### src/rtl/spi_slave_rx.sv
// spi_slave_rx
// SPI slave receiver that runs entirely in the system clock domain.
// SCK, CS_N and MOSI are oversampled through synchronisers. Each
// received word is offered on a valid/ready handshake. The block also
// keeps a per-frame word count and a sticky overrun flag.
//
// Ports:
//   clk          system clock
//   rst_n        asynchronous active-low reset
//   CS_N         chip select, active-low, asynchronous to clk
//   SCK          SPI clock, asynchronous to clk (f_SCK <= f_clk/4)
//   MOSI         serial data in
//   rx_data      last completed word
//   rx_valid     rx_data holds a word that has not been accepted
//   rx_ready     consumer accepts the word when rx_valid && rx_ready
//   frame_active synchronised CS_N is low
//   word_count   words completed in the current frame (saturating)
//   overrun      sticky: a word completed while the previous one was pending
module spi_slave_rx #(
  parameter int DATA_W      = 8,
  parameter int MSB_FIRST   = 1,
  parameter int CPOL        = 0,
  parameter int CPHA        = 0,
  parameter int SYNC_STAGES = 2,
  parameter int CNT_W       = 8
) (
  input  logic              clk,
  input  logic              rst_n,
  input  logic              CS_N,
  input  logic              SCK,
  input  logic              MOSI,
  output logic [DATA_W-1:0] rx_data,
  output logic              rx_valid,
  input  logic              rx_ready,
  output logic              frame_active,
  output logic [CNT_W-1:0]  word_count,
  output logic              overrun
);

  localparam logic                 SCK_IDLE = (CPOL != 0);
  localparam int                   BIT_W    = $clog2(DATA_W);
  localparam logic [BIT_W-1:0]     LAST_BIT = BIT_W'(DATA_W - 1);

  typedef enum logic {IDLE, ACTIVE} state_t;

  state_t state_reg, state_next;

  logic [SYNC_STAGES-1:0] sck_sync, cs_sync, mosi_sync;
  logic                   sck_prev;
  logic                   sck_s, cs_s, mosi_s;
  logic                   sck_rise, sck_fall, lead_edge, trail_edge, sample_edge;
  logic                   frame_start, shift_en;
  logic [BIT_W-1:0]       bit_cnt;
  logic [DATA_W-1:0]      shift;
  logic                   word_done;

  // Synchronisers plus one extra SCK flop for edge detection. They
  // reset to the idle levels of the bus so that no edge is seen when
  // reset is released.
  always_ff @(posedge clk or negedge rst_n) begin
    if (!rst_n) begin
      sck_sync  <= {SYNC_STAGES{SCK_IDLE}};
      cs_sync   <= '1;
      mosi_sync <= '0;
      sck_prev  <= SCK_IDLE;
    end else begin
      sck_sync  <= {sck_sync[SYNC_STAGES-2:0], SCK};
      cs_sync   <= {cs_sync[SYNC_STAGES-2:0], CS_N};
      mosi_sync <= {mosi_sync[SYNC_STAGES-2:0], MOSI};
      sck_prev  <= sck_s;
    end
  end

  assign sck_s  = sck_sync[SYNC_STAGES-1];
  assign cs_s   = cs_sync[SYNC_STAGES-1];
  assign mosi_s = mosi_sync[SYNC_STAGES-1];

  assign sck_rise    = sck_s & ~sck_prev;
  assign sck_fall    = ~sck_s & sck_prev;
  assign lead_edge   = SCK_IDLE ? sck_fall : sck_rise;
  assign trail_edge  = SCK_IDLE ? sck_rise : sck_fall;
  assign sample_edge = (CPHA != 0) ? trail_edge : lead_edge;

  always_ff @(posedge clk or negedge rst_n) begin
    if (!rst_n) begin
      state_reg <= IDLE;
    end else begin
      state_reg <= state_next;
    end
  end

  // IDLE is only left again after synced CS_N has been seen high, so a
  // low CS_N while in IDLE always means a fresh 1->0 transition.
  always_comb begin
    state_next  = state_reg;
    frame_start = 1'b0;
    case (state_reg)
      IDLE: begin
        if (!cs_s) begin
          state_next  = ACTIVE;
          frame_start = 1'b1;
        end
      end
      ACTIVE: begin
        if (cs_s) begin
          state_next = IDLE;
        end
      end
      default: state_next = IDLE;
    endcase
  end

  assign frame_active = (state_reg == ACTIVE);
  assign shift_en     = (state_reg == ACTIVE) && !cs_s && sample_edge;

  always_ff @(posedge clk or negedge rst_n) begin
    if (!rst_n) begin
      bit_cnt    <= '0;
      shift      <= '0;
      word_done  <= 1'b0;
      rx_data    <= '0;
      rx_valid   <= 1'b0;
      word_count <= '0;
      overrun    <= 1'b0;
    end else begin
      word_done <= 1'b0;

      if (shift_en) begin
        if (MSB_FIRST != 0) begin
          shift <= {shift[DATA_W-2:0], mosi_s};
        end else begin
          shift <= {mosi_s, shift[DATA_W-1:1]};
        end
        bit_cnt <= bit_cnt + 1'b1;
        if (bit_cnt == LAST_BIT) begin
          word_done <= 1'b1;
        end
      end

      // The completed word sits in shift during the cycle after the last
      // sample. A completed word is delivered even if CS_N rose meanwhile.
      if (word_done) begin
        bit_cnt <= '0;
        if (word_count != '1) begin
          word_count <= word_count + 1'b1;
        end
        if (!rx_valid || rx_ready) begin
          rx_data  <= shift;
          rx_valid <= 1'b1;
        end else begin
          overrun <= 1'b1;
        end
      end else if (rx_valid && rx_ready) begin
        rx_valid <= 1'b0;
      end

      if (frame_start) begin
        bit_cnt    <= '0;
        word_count <= '0;
        overrun    <= 1'b0;
      end
    end
  end

endmodule

### config.mk
export PLATFORM = sky130hd
export DESIGN_NAME = spi_slave_rx
export DESIGN_NICKNAME = d
export VERILOG_FILES = /design/src/rtl/spi_slave_rx.sv
export SDC_FILE = /design/constraint.sdc
export NUM_CORES = 1
export LEC_CHECK = 0
export CAP_MARGIN = 20
export CORE_MARGIN = 2
export CORE_UTILIZATION = 52
export CTS_CLUSTER_DIAMETER = 30
export CTS_CLUSTER_SIZE = 10
export DETAILED_ROUTE_END_ITERATION = 10
export PLACE_DENSITY_LB_ADDON = 0.15
export RECOVER_POWER = 25
export SLEW_MARGIN = 5
export SYNTH_ARGS = -nofsm -noshare
export SYNTH_HDL_FRONTEND = slang
export SYNTH_SLANG_ARGS = --single-unit
### constraint.sdc
create_clock -name clk -period 1.9 [get_ports clk]
set_clock_uncertainty 0.1 [all_clocks]
set_input_delay 0.19 -clock clk [delete_from_list [all_inputs] [get_ports clk]]
set_output_delay 0.19 -clock clk [all_outputs]
set_load 0.01 [all_outputs]
==> out/summary.txt <==
SYNTHESIS
-------------------------------------------------------------------------------------
Post-Syn Nets                                                                     118
Library cells used by synthesis                                                    35
Register bit count reported by yosys                                               38
Netlist Area Pre-Place                                                      1600 um^2
Number of standard cells after synthesis                                          109
Warning count from the yosys run                                                    0
Sequential area share after synthesis                                           0.597
Share of flip-flops with an asynchronous set or reset                            1.00
Post-synth EDFFs                                                                    0
Syn Area/Cell                                                               14.6 um^2
Main flop type after synthesis                                                dfrtp_1

LAYOUT
-------------------------------------------------------------------------------------
Area growth from synthesis to layout                                            20.4%
Fraction of the core area covered by cells at the end of the flow               0.645
Share of final-layout standard cells stronger than drive strength 1             0.262
Number of nets in the finished design                                             149
Antenna diodes                                                                      0
Register Area                                                                953 um^2
Area used by multi-input combinational logic                                 596 um^2
Fill cell total of the finished layout                                            247

GLOBAL ROUTE
-------------------------------------------------------------------------------------
Maximum number of pins on one net before global-route repair                       39
Overall global routing resource usage                                           0.181
Antenna violations before repair                                                    0
Global-route wire length before repair                                        4580 um
Final global-route overflow total                                                   0
Via count of the first global-routing pass                                       1008

PLACED DESIGN
-------------------------------------------------------------------------------------
Port buffer count                                                                  24
Half-perimeter wire length of the detailed placement result                   1780 um
Final RePlAce weighted congestion                                               0.769

ROUTE
-------------------------------------------------------------------------------------
Routed Antenna Nets                                                                 0
Total number of vias                                                              995
1st-pass router iterations                                                          4
Routed vias/inst                                                                 5.72
Average wire length per cell after detail routing                             15.1 um
Total Wirelength                                                              2620 um
DRC viols                                                                           0
Count of routing violations after the opening detailed-route iteration             24

STA
-------------------------------------------------------------------------------------
Top achievable clock speed                                                    593 MHz
Worst Tran Pin Value                                                         0.891 ns
Remaining max-slew budget at the tightest pin                                   0.406
Pins over their slew limit                                                          0
Fraction of the cycle the final worst path needs                                0.888
Final hold violation count                                                          0
Min Tclk post-route                                                           1.69 ns
RSZ-0062 raised after global routing                                               no
Total of endpoints with negative setup slack in the final report                    0
Total negative slack for setup checks                                            0 ns

CLOCK TREE
-------------------------------------------------------------------------------------
Clock Latency Late Sink                                                       0.34 ns
Clock Path Buffers                                                                  2
Total CTS buffers                                                                   5
CTS clk-pin slew, worst paths                                                 0.10 ns
TritonCTS sink count                                                               38
Post-CTS setup-driven buffer insertion count                                        0
Clock tree root driver cell                                                  clkbuf_4
Deepest level of the CTS H-tree                                                     2
PostCTS Resize Cnt                                                                  0
Clock tree from TritonCTS                                                         yes
Post-cts hold buffer count                                                          1

HOLD PATH
-------------------------------------------------------------------------------------
Worst hold start                                                         sck_sync[0]$_DFF_PN0_
Class of the tightest hold or removal check                              register to register
Hold-critical path depth                                                            0
Hold-critical path endpoint                                              sck_sync[1]$_DFF_PN0_

SETUP PATH
-------------------------------------------------------------------------------------
Length in cells of the worst reg-to-reg path                                        4
Data arrival at the endpoint of the critical path                             1.40 ns
Slowest stage cell, crit path                                            clkdlybuf4s50_1
Reg-to-reg critical path endpoint                                        word_count[5]$_DFFE_PN0P_
Max incr delay on CP                                                          0.58 ns
Req. time, crit path                                                          1.61 ns
Buf+Inv Stages, Crit Path                                                           1
Family with the most delay on the worst path                             buffers and inverters
Critical register-to-register path startpoint                            word_count[0]$_DFFE_PN0P_
Class of the most critical setup path                                    register to output pin
Highest net fanout along the worst path                                             7
CP startpoint kind                                                           register
Crit path cell chain                                                     clkdlybuf4s50_1
Capturing element type of the critical path                                output pin
R2r setup slk                                                                 0.31 ns

DIE
-------------------------------------------------------------------------------------
Starting density of the core                                                    0.536
Area of the placeable core                                                  2980 um^2
Horiz. Die Dim                                                                59.4 um
Area of the die                                                             3530 um^2
Row cnt                                                                            20
I/O pin cnt                                                                        25
Die height                                                                    59.4 um

FLOW RUN
-------------------------------------------------------------------------------------
Max capacitance violation total                                                     0

OUTCOME
-------------------------------------------------------------------------------------
Run status                                                               finished, final reports clean

POWER
-------------------------------------------------------------------------------------
Pwr dens                                                                  753 nW/um^2
Sequential share of power                                                       0.624
Proportion of total power due to net switching                                  0.231
Gate power share                                                                0.075
Proportion of power drawn by the clock network                                  0.301
Leak Pwr                                                                  0.000866 uW
Total Power Consumption                                                       1450 uW
Total internal power                                                          1110 uW
Worst voltage drop across the vdd grid                                     0.000535 V
Switching power total                                                          334 uW

[kinds of logic (layout without fill, tap and decap cells)]
| logic type | Yosys count | in the layout | share of synthesized area |
|---|---|---|---|
| buffers and inverters | 7 | 39 | 0.0298 |
| muxes | 21 | 21 | 0.158 |
| AOI/OAI and AO/OA | 15 | 15 | 0.0752 |
| xor gates and xnor gates | 1 | 1 | 0.00549 |
| adders and majority gates | 3 | 3 | 0.0235 |
| and+or+nand+nor | 24 | 24 | 0.111 |
| DFF | 38 | 38 | 0.597 |
[stage by stage]
stage          instance area, um^2  hold WS [ns]  setup slack (ns)  instances
6_report                      1920         0.257             0.214        174
5_1_grt                       1920         0.267             0.146        174
4_1_cts                       1920         0.126             0.182        174
3_5_place_dp                  1860         0.159             0.316        165
3_3_place_gp                  1860         0.158             0.356        165
2_1_floorplan                 1600        -0.206             0.352        109
[synthesized netlist by cell type, types with 2 or more instances]
library cell,count,share of area
nor3_1,4,0.013
nor3_2,3,0.019
mux2_4,6,0.056
dfrtp_1,36,0.56
a21oi_1,2,0.0063
ha_1,3,0.024
mux2_2,10,0.071
dfstp_2,2,0.033
nor2_1,2,0.0047
nand4_1,2,0.0078
a211oi_1,4,0.019
nand2b_1,2,0.0078
mux2i_1,5,0.031
o21ai_0,4,0.013
inv_1,4,0.0094
[power by group through the flow]
stage               logic (uW)  registers, uW  clock network (uW)
floorplan                 74.6            905                   0
global placement           106            915                   0
detailed placement         111            918                   0
CTS                        114            904                 458
global route               123            912                 483
finish                     109            903                 435
[placed cells by master, fill, tap and decap left out, types with 2 or more instances in the layout]
cell type and count:
nor3_1 4, mux2i_1 5, nor3_2 3, mux2_4 6, ha_1 3, dlygate4sd3_1 4, nand2b_1 2, inv_1 4
nor2_1 2, mux2_2 10, a21oi_1 2, clkdlybuf4s50_1 20, o21ai_0 4, clkbuf_4 5, a211oi_1 4, clkbuf_1 2
nand4_1 2, dfrtp_1 36
[worst max-delay path by stage]
stage | startpoint | end | slack, ns | cells after the start
finish | word_count[5]$_DFFE_PN0P_ | word_count[5] | 0.21 | 1
CTS | word_count[5]$_DFFE_PN0P_ | word_count[5] | 0.18 | 1
floorplan | word_count[0]$_DFFE_PN0P_ | word_count[5]$_DFFE_PN0P_ | 0.35 | 4
global placement | rx_ready | rx_data[0]$_DFFE_PN0P_ | 0.36 | 4
detailed placement | word_count[0]$_DFFE_PN0P_ | word_count[5]$_DFFE_PN0P_ | 0.32 | 4
global route | word_count[5]$_DFFE_PN0P_ | word_count[5] | 0.15 | 1
[state kept, by name, summed over array words and instances, names as in the netlist]
register / cells
rx_valid: 1
cs_sync: 2
sck_sync: 2
word_count: 8
word_done: 1
rx_data: 8
frame_active: 1
sck_prev: 1
shift: 8
overrun: 1
bit_cnt: 3
mosi_sync: 2
[layout make-up]
cell class                 instances  area share
multi-input combinational         64       0.310
sequential                        38       0.496
clock buffer                       8      0.0306
inverter                           4     0.00781
timing repair buffer              27       0.134
tap                               33      0.0215
[metal layers]
layer	part of all wire	track usage
met1	0.45	0.229
met2	0.47	0.273
met3	0.052	0.0480
met4	0.023	0.120
met5	0	0
(Power assumes the default switching activity.)
